### config.mk
export PLATFORM = sky130hd
export DESIGN_NAME = weight_stream_loader
export DESIGN_NICKNAME = d
export VERILOG_FILES = /design/src/rtl/weight_stream_loader.sv
export SDC_FILE = /design/constraint.sdc
export NUM_CORES = 1
export LEC_CHECK = 0
export BUFFER_PORTS_ARGS = -buffer_cell sky130_fd_sc_hd__buf_4
export CELL_PAD_IN_SITES_DETAIL_PLACEMENT = 0
export CELL_PAD_IN_SITES_GLOBAL_PLACEMENT = 1
export CORE_UTILIZATION = 45
export CTS_CLUSTER_SIZE = 24
export DETAILED_ROUTE_END_ITERATION = 10
export PLACE_DENSITY = 0.73
export SLEW_MARGIN = 10
export SYNTH_ARGS = -nofsm -noshare
export SYNTH_HDL_FRONTEND = slang
export SYNTH_SLANG_ARGS = --single-unit
### constraint.sdc
create_clock -name ap_clk -period 6 [get_ports ap_clk]
set_clock_uncertainty 0.2 [all_clocks]
set_input_delay 0.3 -clock ap_clk [delete_from_list [all_inputs] [get_ports ap_clk]]
set_output_delay 0.3 -clock ap_clk [all_outputs]
set_load 0.02 [all_outputs]
### src/rtl/weight_stream_loader.sv
// weight_stream_loader: pops KERN_SIZE coefficients from an ap_fifo into a register bank and
// serves them through a registered read port. Optional checksum output: WEIGHT_LOADER_CHECKSUM_EN.
module weight_stream_loader #(
    parameter int unsigned COEFF_WIDTH = 16,
    parameter int unsigned KERN_SIZE   = 9,
    parameter int unsigned ADDR_WIDTH  = $clog2(KERN_SIZE)
) (
    input  logic                   ap_clk,
    input  logic                   ap_rst,
    input  logic [COEFF_WIDTH-1:0] input_V_dout,
    input  logic                   input_V_empty_n,
    output logic                   input_V_read,
    input  logic                   start,
    output logic                   loaded,
    output logic [ADDR_WIDTH:0]    load_count,
    input  logic                   rd_en,
    input  logic [ADDR_WIDTH-1:0]  rd_addr,
    output logic [COEFF_WIDTH-1:0] rd_data
`ifdef WEIGHT_LOADER_CHECKSUM_EN
    ,
    output logic [COEFF_WIDTH+ADDR_WIDTH-1:0] checksum
`endif
);

    localparam int unsigned IDX_WIDTH = (KERN_SIZE > 1) ? $clog2(KERN_SIZE) : 1;
    localparam int unsigned CNT_WIDTH = ADDR_WIDTH + 1;
    localparam logic [IDX_WIDTH-1:0] LAST_IDX = IDX_WIDTH'(KERN_SIZE - 1);
    localparam logic [CNT_WIDTH-1:0] KERN_CNT = CNT_WIDTH'(KERN_SIZE);

    typedef enum logic [1:0] {
        IDLE  = 2'd0,
        LOAD  = 2'd1,
        READY = 2'd2
    } state_t;

    state_t                 state;
    state_t                 state_next;
    logic [IDX_WIDTH-1:0]   wr_ptr;
    logic [COEFF_WIDTH-1:0] mem [KERN_SIZE];
    logic                   accept;
    logic                   last_accept;
    logic                   begin_load;
    logic                   addr_ok;

    // Next state and pop strobe; the pop is combinational so a word is never left half-taken.
    always_comb begin
        state_next   = state;
        input_V_read = 1'b0;
        begin_load   = 1'b0;
        last_accept  = 1'b0;
        case (state)
            IDLE, READY: begin
                if (start) begin
                    begin_load = 1'b1;
                    state_next = LOAD;
                end
            end
            LOAD: begin
                input_V_read = input_V_empty_n & ~ap_rst;
                if (input_V_read && (wr_ptr == LAST_IDX)) begin
                    last_accept = 1'b1;
                    state_next  = READY;
                end
            end
            default: state_next = IDLE;
        endcase
    end

    assign accept  = input_V_read;
    assign addr_ok = ({1'b0, rd_addr} < KERN_CNT);

    // Control registers and the registered read port.
    always_ff @(posedge ap_clk) begin
        if (ap_rst) begin
            state      <= IDLE;
            wr_ptr     <= '0;
            load_count <= '0;
            loaded     <= 1'b0;
            rd_data    <= '0;
        end else begin
            state <= state_next;
            if (begin_load) begin
                wr_ptr     <= '0;
                load_count <= '0;
                loaded     <= 1'b0;
            end else if (accept) begin
                load_count <= load_count + 1'b1;
                if (last_accept) begin
                    wr_ptr <= '0;
                    loaded <= 1'b1;
                end else begin
                    wr_ptr <= wr_ptr + 1'b1;
                end
            end
            if (rd_en) begin
                rd_data <= addr_ok ? mem[IDX_WIDTH'(rd_addr)] : '0;
            end
        end
    end

    // Bank is deliberately not reset; a same-cycle read sees the previous value.
    always_ff @(posedge ap_clk) begin
        if (accept) begin
            mem[wr_ptr] <= input_V_dout;
        end
    end

`ifdef WEIGHT_LOADER_CHECKSUM_EN
    localparam int unsigned SUM_WIDTH = COEFF_WIDTH + ADDR_WIDTH;

    // Signed running sum of the words accepted in the current load.
    always_ff @(posedge ap_clk) begin
        if (ap_rst || begin_load) begin
            checksum <= '0;
        end else if (accept) begin
            checksum <= checksum + SUM_WIDTH'($signed(input_V_dout));
        end
    end
`endif

endmodule

Word-level counts from Yosys, hierarchy flattened

Memories as Yosys holds them, arrays and structs flattened.
Index checks and enable logic that the tools add are counted.

Memories: 1
Output and inout bits: 23
Input port bits: 25
Memory bits (writable): 144
Register bits: 28

Memory list:

| memory | depth | width | read ports | clocked after memory_dff | write ports | RTL line | RTL |
|---|---|---|---|---|---|---|---|
| mem    | 9     | 16    | 1          | 0                        | 1           | 39       | `logic [COEFF_WIDTH-1:0] mem [KERN_SIZE];` |

Reduce and logical (&&, ||, !) cells: 6
Muxes and demuxes: 12
Add/subtract/negate cells: 2
Order comparisons: 1
Equality and inequality tests: 5
Bitwise logic cells: 2

Operator list:

| kind                  | number |
|---|---|
| $mux W16              | 1 |
| $mux W1               | 7 |
| $add A5 B1 Y5 const B | 1 |
| $add A4 B1 Y4 const B | 1 |
| $eq A4 B4 Y1 const B  | 1 |
| $lt A4 B4 Y1 const B  | 1 |
| $mux W2               | 2 |
| $mux W4               | 1 |
| $ne A2 B2 Y1 const B  | 2 |
| $pmux W2 S2           | 1 |
| $reduce_and A2 Y1     | 2 |
| $reduce_or A2 Y1      | 2 |
| $eq A2 B1 Y1 const B  | 1 |
| $eq A2 B2 Y1 const B  | 1 |
| $logic_not A2 Y1      | 1 |
| $and A1 B1 Y1         | 1 |
| $logic_and A1 B1 Y1   | 1 |
| $not A1 Y1            | 1 |

Logic depth before layout (Yosys ltp)

Gate-level depths: netlist (run 1).

Word-level depth: 6
Depth in mapped cells: 6

Least setup slack after synthesis (run 1)

No wires, ideal clock.

Kind: input -> register
From: in ap_rst
To: mem mem[3][0], enable pin
Library setup time: 430 ps
Required time: 5370 ps
Cell stages on the path: 4
Path slack: 2835 ps
Arrival: 2535 ps
Cell sequence: clkbuf_1 -> nand4bb_1 -> clkbuf_1 -> nor4_1

Cells in the longest elaborated chain, start to end: 5

Ends and longest elaborated chain:

| item                          | RTL line | RTL |
|---|---|---|
| start: declaration            | 9        | `input logic ap_rst,` |
| $not A1 Y1                    | 59       | `input_V_read = input_V_empty_n & ~ap_rst;` |
| $and A1 B1 Y1                 | 59       |  |
| $mux W1                       | 51       | `case (state)` |
| $mux W1                       | 103      | `if (accept) begin` |
| $mux W1 (implied by the code) | 104      | `mem[wr_ptr] <= input_V_dout;` |
| end: declaration              | 39       |  |

No other way between the ends.

Final worst setup path (run 1)

From: reg state[1]
To: mem mem[3][15], enable pin

Cells in the longest elaborated chain, start to end: 4

Ends and longest elaborated chain:

| item                          | RTL line | RTL |
|---|---|---|
| start: declaration            | 36       | `state_t state;` |
| start signal: assignment      | 81       | `state <= state_next;` |
| $eq A2 B1 Y1                  | 51       |  |
| $mux W1                       | 51       |  |
| $mux W1                       | 103      |  |
| $mux W1 (implied by the code) | 104      |  |

No other way between the ends.

==> summary.md, run 1 <==
| Metric | Value |
|---|---|
| Die Wd | 124.7 um |
| Slew @ Worst Pin | 1139 ps |
| Net Sw Frac | 19.84% |
| All-Layer GR Usage | between 10% and 20% |
| IO buf count | 47 |
| Fin area | 8001 um2 |
| Clock share of power | 42.3% |
| RSZ-0062 raised after global routing | no |
| Sequential share of power | 52.2% |
| Post-Route WL | 14140 um |
| CP cell instances | nand4bb_1 > nor4_2 > buf_4 |
| Ant. Diodes | 0 |
| Syn Nets | ~410 |
| CTS tree | built |
| Fin. max-slew vios | 0 |
| Overflow after GRT | 0 |
| Setup slack on the worst flop-to-flop path | around 3400 ps |
| Pre-CTS setup slack | roughly 3100 ps |
| Crit path max fanout | 15 |
| WL met3 | 847 um |
| Async set or reset register ratio after synthesis | 0% |
| Critical Path Max Stage Delay | 920 ps |
| Final worst setup slack | 3405 ps |
| Combinational share of power | 5.5% |
| Netlist Area Pre-Place | 6778 um2 |
| #FFs+latches synth | around 170 |
| Leakage power | 2.742 nW |
| Max clock buf depth | 2 |
| Final setup vio count | 0 |
| CTS sink count | 172 |
| DIE AREA | 15560 um2 |
| Internal power | 2.012 mW |
| Total of warnings raised by yosys | 0 |
| Post_cts resized | 0 |
| Metal2 WL | 6809 um |
| Pre-antenna DRT Iters | 4 |
| Gpl congestion | 0.7553 |
| Final Core Density | 54.85% |
| Buf/Inv on CP | 1 |
| Final TNS setup | 0 ps |
| Fill cells | 1136 |
| Xor and xnor fraction of the mapped netlist area | 0.1292% |
| Critical Path AT | approximately 2500 ps |
| H-tree Lvls | 4 |
| Complex-gate fraction of the synthesized area | 6.941% |
| CP endpoint kind | register |
| Post-synth EDFFs | 144 |
| Sequential-to-total area share from yosys stat | 72.07% |
| Slew HR | around 24% |
| Final ANT Viol Nets | 0 |
| Critical-path top delay cell | nor4_2 |
| Drt via density | 5.655 |
| Syn-to-layout area delta | 18.05% |
| HP Class | input port to register |
| Reg area | 4885 um2 |
| Placement Cell Area | 7244 um2 |
| Hold Vio Cnt, Final | 0 |
| Tmin final | approximately 2600 ps |
| Fraction of layout cells with a size suffix above 1 | 23.79% |
| Adder-Cell Fraction of Synth Area | 0.9230% |
| Final #Nets | 471 |
| Outcome | finished clean |
| Wire per inst | 22.16 um |
| Ys flop type | edfxtp_1 |
| Antenna violations before repair | 0 |
| Switching Power | 0.4979 mW |
| Clock root buffer | clkbuf_16 |
| Simple-gate area share of the yosys netlist | 5.907% |
| First-pass GRT wire length | 21600 um |
| Yosys cell types | 43 |
| Vias in the first global route | about 3600 |
| Largest family of logic cells by synthesized area | multiplexers |
| Startpoint types | register |
| Fmax | slightly below 400 MHz |
| Chip Height | roughly 120 um |
| Core area | 14590 um2 |
| Mean post-synth cell area | 17.88 um2 |
| Initial Utilization | 46.46% |
| Highest metal used | met4 |
| # IOs | 48 |
| TritonCTS Buffers | 17 |
| Mux contribution to synthesized area | 11.52% |
| WS Path Type | register to register |
| Post-DP HPWL | 9159 um |
| Final period util | 43.25% |
| Worst-path clk slew | 60 ps |
| DR iter-0 viols | between 300 and 400 |
| Number of max-cap violations | 0 |
| Cell family with most CP delay | simple AND/OR/NAND/NOR gates |
| Via count | 3608 |
| Cells after Synth | 379 |
| Power per Cell Area | 313.6 nW/um2 |
| Drt drc | 0 |
| Routed met1 length | 6286 um |
| Largest net degree at the start of global routing | 42 |
| Latest clock arrival within the worst-skew pair | 410 ps |
| CP required | 5920 ps |
| VDD IR-drop max | 0.2122 mV |
| Row count | 44 |
| Multi-input gate area | 1735 um2 |
[repair_timing]
action	4_1_cts	5_1_grt
hold endpoints to repair	145	0
hold buffers	18	0
setup buffers	0	0
endpoints found under the setup margin	0	0
[worst paths after layout]
check	from	to	depth (start not counted)
worst max-delay path	state[1]$_SDFFE_PP0P_	mem[3][15]$_DFFE_PP_	3
worst min-delay path	ap_rst	rd_data[0]$_SDFFE_PP0P_	2
worst max register to register	state[1]$_SDFFE_PP0P_	mem[3][15]$_DFFE_PP_	3
worst min register to register	rd_data[15]$_SDFFE_PP0P_	rd_data[15]$_SDFFE_PP0P_	2
[per-stage QoR]
step           hold WS, ps  instances  power (mW)
2_1_floorplan        198.9        379       1.409
3_5_place_dp         252.7        588       1.465
3_3_place_gp         244.9        588       1.463
6_report             22.58        638       2.509
5_1_grt              19.03        638       2.576
4_1_cts             0.6982        638       2.528
[power by group through the flow]
stage | logic (mW) | clock network, mW | registers (mW)
after CTS | 0.140 | 1.08 | 1.31
final | 0.138 | 1.06 | 1.31
after global placement | 0.128 | 0 | 1.33
after floorplan | 0.0670 | 0 | 1.34
after global routing | 0.148 | 1.12 | 1.31
after detailed placement | 0.130 | 0 | 1.34
[cells by family after synthesis]
family | after synthesis
buffers and inverters | 32
muxes | 40
xor gates and xnor gates | 1
DFF | 172
and+or+nand+nor | 70
AOI/OAI and AO/OA | 59
adders and majority gates | 5
[cells in the mapped netlist (all sizes together) (3+ instances only)]
cell     number  share of area [%]
edfxtp      144                 64
dfxtp        28                8.3
mux4         24                8.9
nand2        20                1.1
mux2         16                2.7
buf          13                1.5
nor2         11               0.61
clkbuf       10               0.55
nand2b       10               0.92
a221oi        8                1.0
a22oi         8               0.89
a2bb2oi       8                1.0
a311oi        8                1.0
a32oi         8                1.0
inv           8               0.44
a21oi         7               0.52
and2          7               0.65
and3          5               0.46
ha            5               0.92
nor2b         3               0.28
o21ai         3               0.22
or3           3               0.28
[cell usage in the layout (no fill, tap or decap), types with 8 or more instances in the layout]
cell type | synthesis | final
inv_1 | 8 | 8
nand2b_1 | 10 | 10
nand2_1 | 20 | 20
dlygate4sd3_1 | 0 | 18
a311oi_1 | 8 | 8
a2bb2oi_1 | 8 | 8
mux4_1 | 16 | 16
nor2_1 | 11 | 11
buf_4 | 0 | 48
a22oi_1 | 8 | 8
dfxtp_1 | 28 | 28
mux4_2 | 8 | 8
mux2_2 | 16 | 16
clkbuf_16 | 0 | 17
edfxtp_1 | 144 | 144
a32oi_1 | 8 | 8
a221oi_1 | 8 | 8
[state kept, by name, indices dropped and copies added (netlist names)]
register    flops
mem           144
rd_data        16
wr_ptr          4
load_count      5
loaded          1
state           2
[per-layer routing]
metal	global-route usage (%)	vias to the layer above
met2	28.79	112
met1	27.33	1820
li1	-	1664
met4	7.442	0
met3	3.694	12
met5	0	-
[layout make-up]
class | instances | share of cell area [%]
well taps | 184 | 2.877
inverters | 9 | 0.4222
clock buffers | 26 | 6.114
clock inverters | 6 | 1.095
repair buffers | 66 | 6.755
flip-flops and latches | 172 | 61.05
multi-input cells | 175 | 21.69
No activity file was read; power rests on OpenSTA's default activity.
==> run 2: changes to the inputs <==
==> constraint.sdc (replaced) <==
create_clock -name ap_clk -period 2.7 [get_ports ap_clk]
set_clock_uncertainty 0.2 [all_clocks]
set_input_delay 0.135 -clock ap_clk [delete_from_list [all_inputs] [get_ports ap_clk]]
set_output_delay 0.135 -clock ap_clk [all_outputs]
set_load 0.02 [all_outputs]
==> summary.md, run 2 (synthesis results as in run 1) <==
| Metric | Value |
|---|---|
| Outcome | finished clean |
| Initial Utilization | 46.46% (unchanged) |
| Startpoint types | input port |
| TritonCTS Buffers | 17 (unchanged) |
| Power per Cell Area | 695.0 nW/um2 (+120%) |
| Hold path cells | 3 (+1) |
| All-Layer GR Usage | 18.81% (-0.26 points) |
| Gpl congestion | 0.7241 (-4.1%) |
| Multi-input gate area | 1738 um2 (+0.14%) |
| Max clock buf depth | 2 (unchanged) |
| Fin. max-slew vios | 0 (unchanged) |
| Vias in the first global route | 3755 (+4.0%) |
| Fin area | 8123 um2 (+1.5%) |
| Most common cell after layout, fill and taps aside | edfxtp_1 |
| Drt via density | 5.733 (+1.4%) |
| Via count | 3738 (+3.6%) |
| Fill cells | 1142 (+0.53%) |
| Leakage power | 2.820 nW (+2.8%) |
| Chip Height | 124.7 um (unchanged) |
| RSZ-0062 raised after global routing | no |
| VDD IR-drop max | 0.4998 mV (+140%) |
| Crit path max fanout | 17 (+2) |
| CP required | 2370 ps (-3550 ps) |
| Critical Path AT | 1930 ps (-580 ps) |
| Reg with most FFs | mem |
| Wire per inst | 21.02 um (-5.1%) |
| Final #Nets | 485 (+3.0%) |
| Most frequent cells in the layout | 144 x edfxtp_1, 61 x buf_4, 28 x dfxtp_1 |
| Syn-to-layout area delta | 19.84% |
| Tmin final | 2267 ps |
| HP Class | input port to register |
| Largest net degree at the start of global routing | 42 (unchanged) |
| Slew HR | 46.14% (+22 points) |
| Worst-path clk slew | 60 ps (about the same) |
| Placement Cell Area | 7345 um2 (+1.4%) |
| R2R cell count | 4 (+1) |
| Post_cts resized | 0 (unchanged) |
| CTS tree | built |
| Post-Route WL | 13710 um (-3.0%) |
| CTS sink count | 172 (unchanged) |
| Core area | 14590 um2 (unchanged) |
| Number of max-cap violations | 0 (unchanged) |
| Clock root buffer | clkbuf_16 |
| First-pass GRT wire length | 21470 um (-0.64%) |
| Antenna violations before repair | 0 (unchanged) |
| DR iter-0 viols | 276 (-27%) |
| Fmax | 441.2 MHz |
| Pre-antenna DRT Iters | 4 (unchanged) |
| Drt drc | 0 (unchanged) |
| # IOs | 48 (unchanged) |
| Hold Vio Cnt, Final | 0 (unchanged) |
| WS Path Type | input port to output pin |
| Final setup vio count | 0 (unchanged) |
| Final period util | 83.95% |
| Hold_ws | 63.86 ps (+41.28 ps) |
| Biggest regs | mem (144), rd_data (16), load_count (5) |
| CP endpoint kind | output pin |
| Overflow after GRT | 0 (unchanged) |
| IO buf count | 47 (unchanged) |
| Largest register FFs | 144 (unchanged) |
| DIE AREA | 15560 um2 (unchanged) |
| Final TNS setup | 0 ps (unchanged) |
| Reg area | 4885 um2 (unchanged) |
| H-tree Lvls | 4 (unchanged) |
| Die Wd | 124.7 um (unchanged) |
| Latest clock arrival within the worst-skew pair | 420 ps (about the same) |
| Row count | 44 (unchanged) |
| Slew @ Worst Pin | 804.9 ps (-333.8 ps) |
| Post-DP HPWL | 8205 um (-10%) |
| Fraction of layout cells with a size suffix above 1 | 25.43% (+1.6 points) |
| Ant. Diodes | 0 (unchanged) |
| Final ANT Viol Nets | 0 (unchanged) |
run 2: changes by cell type in the layout (fill, tap and decap cells not counted):
cell,before,now
nor4bb_1,0,1
nor4_2,1,0
clkinv_1,1,2
clkbuf_8,3,2
nor4bb_2,1,0
nor4_4,0,1
bufinv_16,2,3
clkinv_4,2,1
buf_4,48,61
dlygate4sd3_1,18,19
run 2: timing repair:
action	CTS	global route
buffers inserted	0	0
hold buffers	19	0
hold endpoints to repair	154	0
run 2: area by class of cell:
cell class | count | area share, %
repair buffers | 80 | 7.979
clock buffers | 25 | 5.853
clock inverters | 7 | 1.386
multi-input cells | 175 | 21.40
inverters | 9 | 0.4159
well taps | 184 | 2.834
flip-flops and latches | 172 | 60.14
run 2: worst paths after layout:
kind                            slack [ps]                        to                     from
worst max-delay path                   430              input_V_read                   ap_rst
worst min-delay path                    60  rd_data[14]$_SDFFE_PP0P_               rd_addr[3]
worst max register to register         720     state[0]$_SDFFE_PP0P_   wr_ptr[2]$_SDFFE_PP0P_
worst min register to register         270   rd_data[1]$_SDFFE_PP0P_  rd_data[1]$_SDFFE_PP0P_
run 2: metrics by stage:
stage / utilization [%] / instances / worst slack, ps / total power, mW
floorplan: - / 379 / 370.0 / 3.132
global placement: 50.34 / 601 / 766.8 / 3.241
detailed placement: 50.34 / 601 / 704.5 / 3.249
CTS: 55.68 / 652 / 452.7 / 5.686
global route: 55.68 / 652 / 345.8 / 5.799
finish: 55.68 / 652 / 433.4 / 5.645
run 2: worst max-delay path, cell delays in order:
cell	delay (ps)
dlygate4sd3_1	520
buf_4	250
nand4bb_1	320
buf_4	230
clkinv_1	220
buf_4	230
run 2: power by group:
group,internal (mW),switching [mW],total (mW)
Combinational,0.140,0.161,0.301
Sequential,2.90,0.0144,2.91
Clock,1.50,0.933,2.43
run 2: metal layers:
metal  wire, um  track usage [%]  part of all wire (%)
met5          0                0                     0
met4        306            8.292                   2.2
met3        607            4.338                   4.4
met2       6414            28.21                    47
met1       6377            26.27                    47
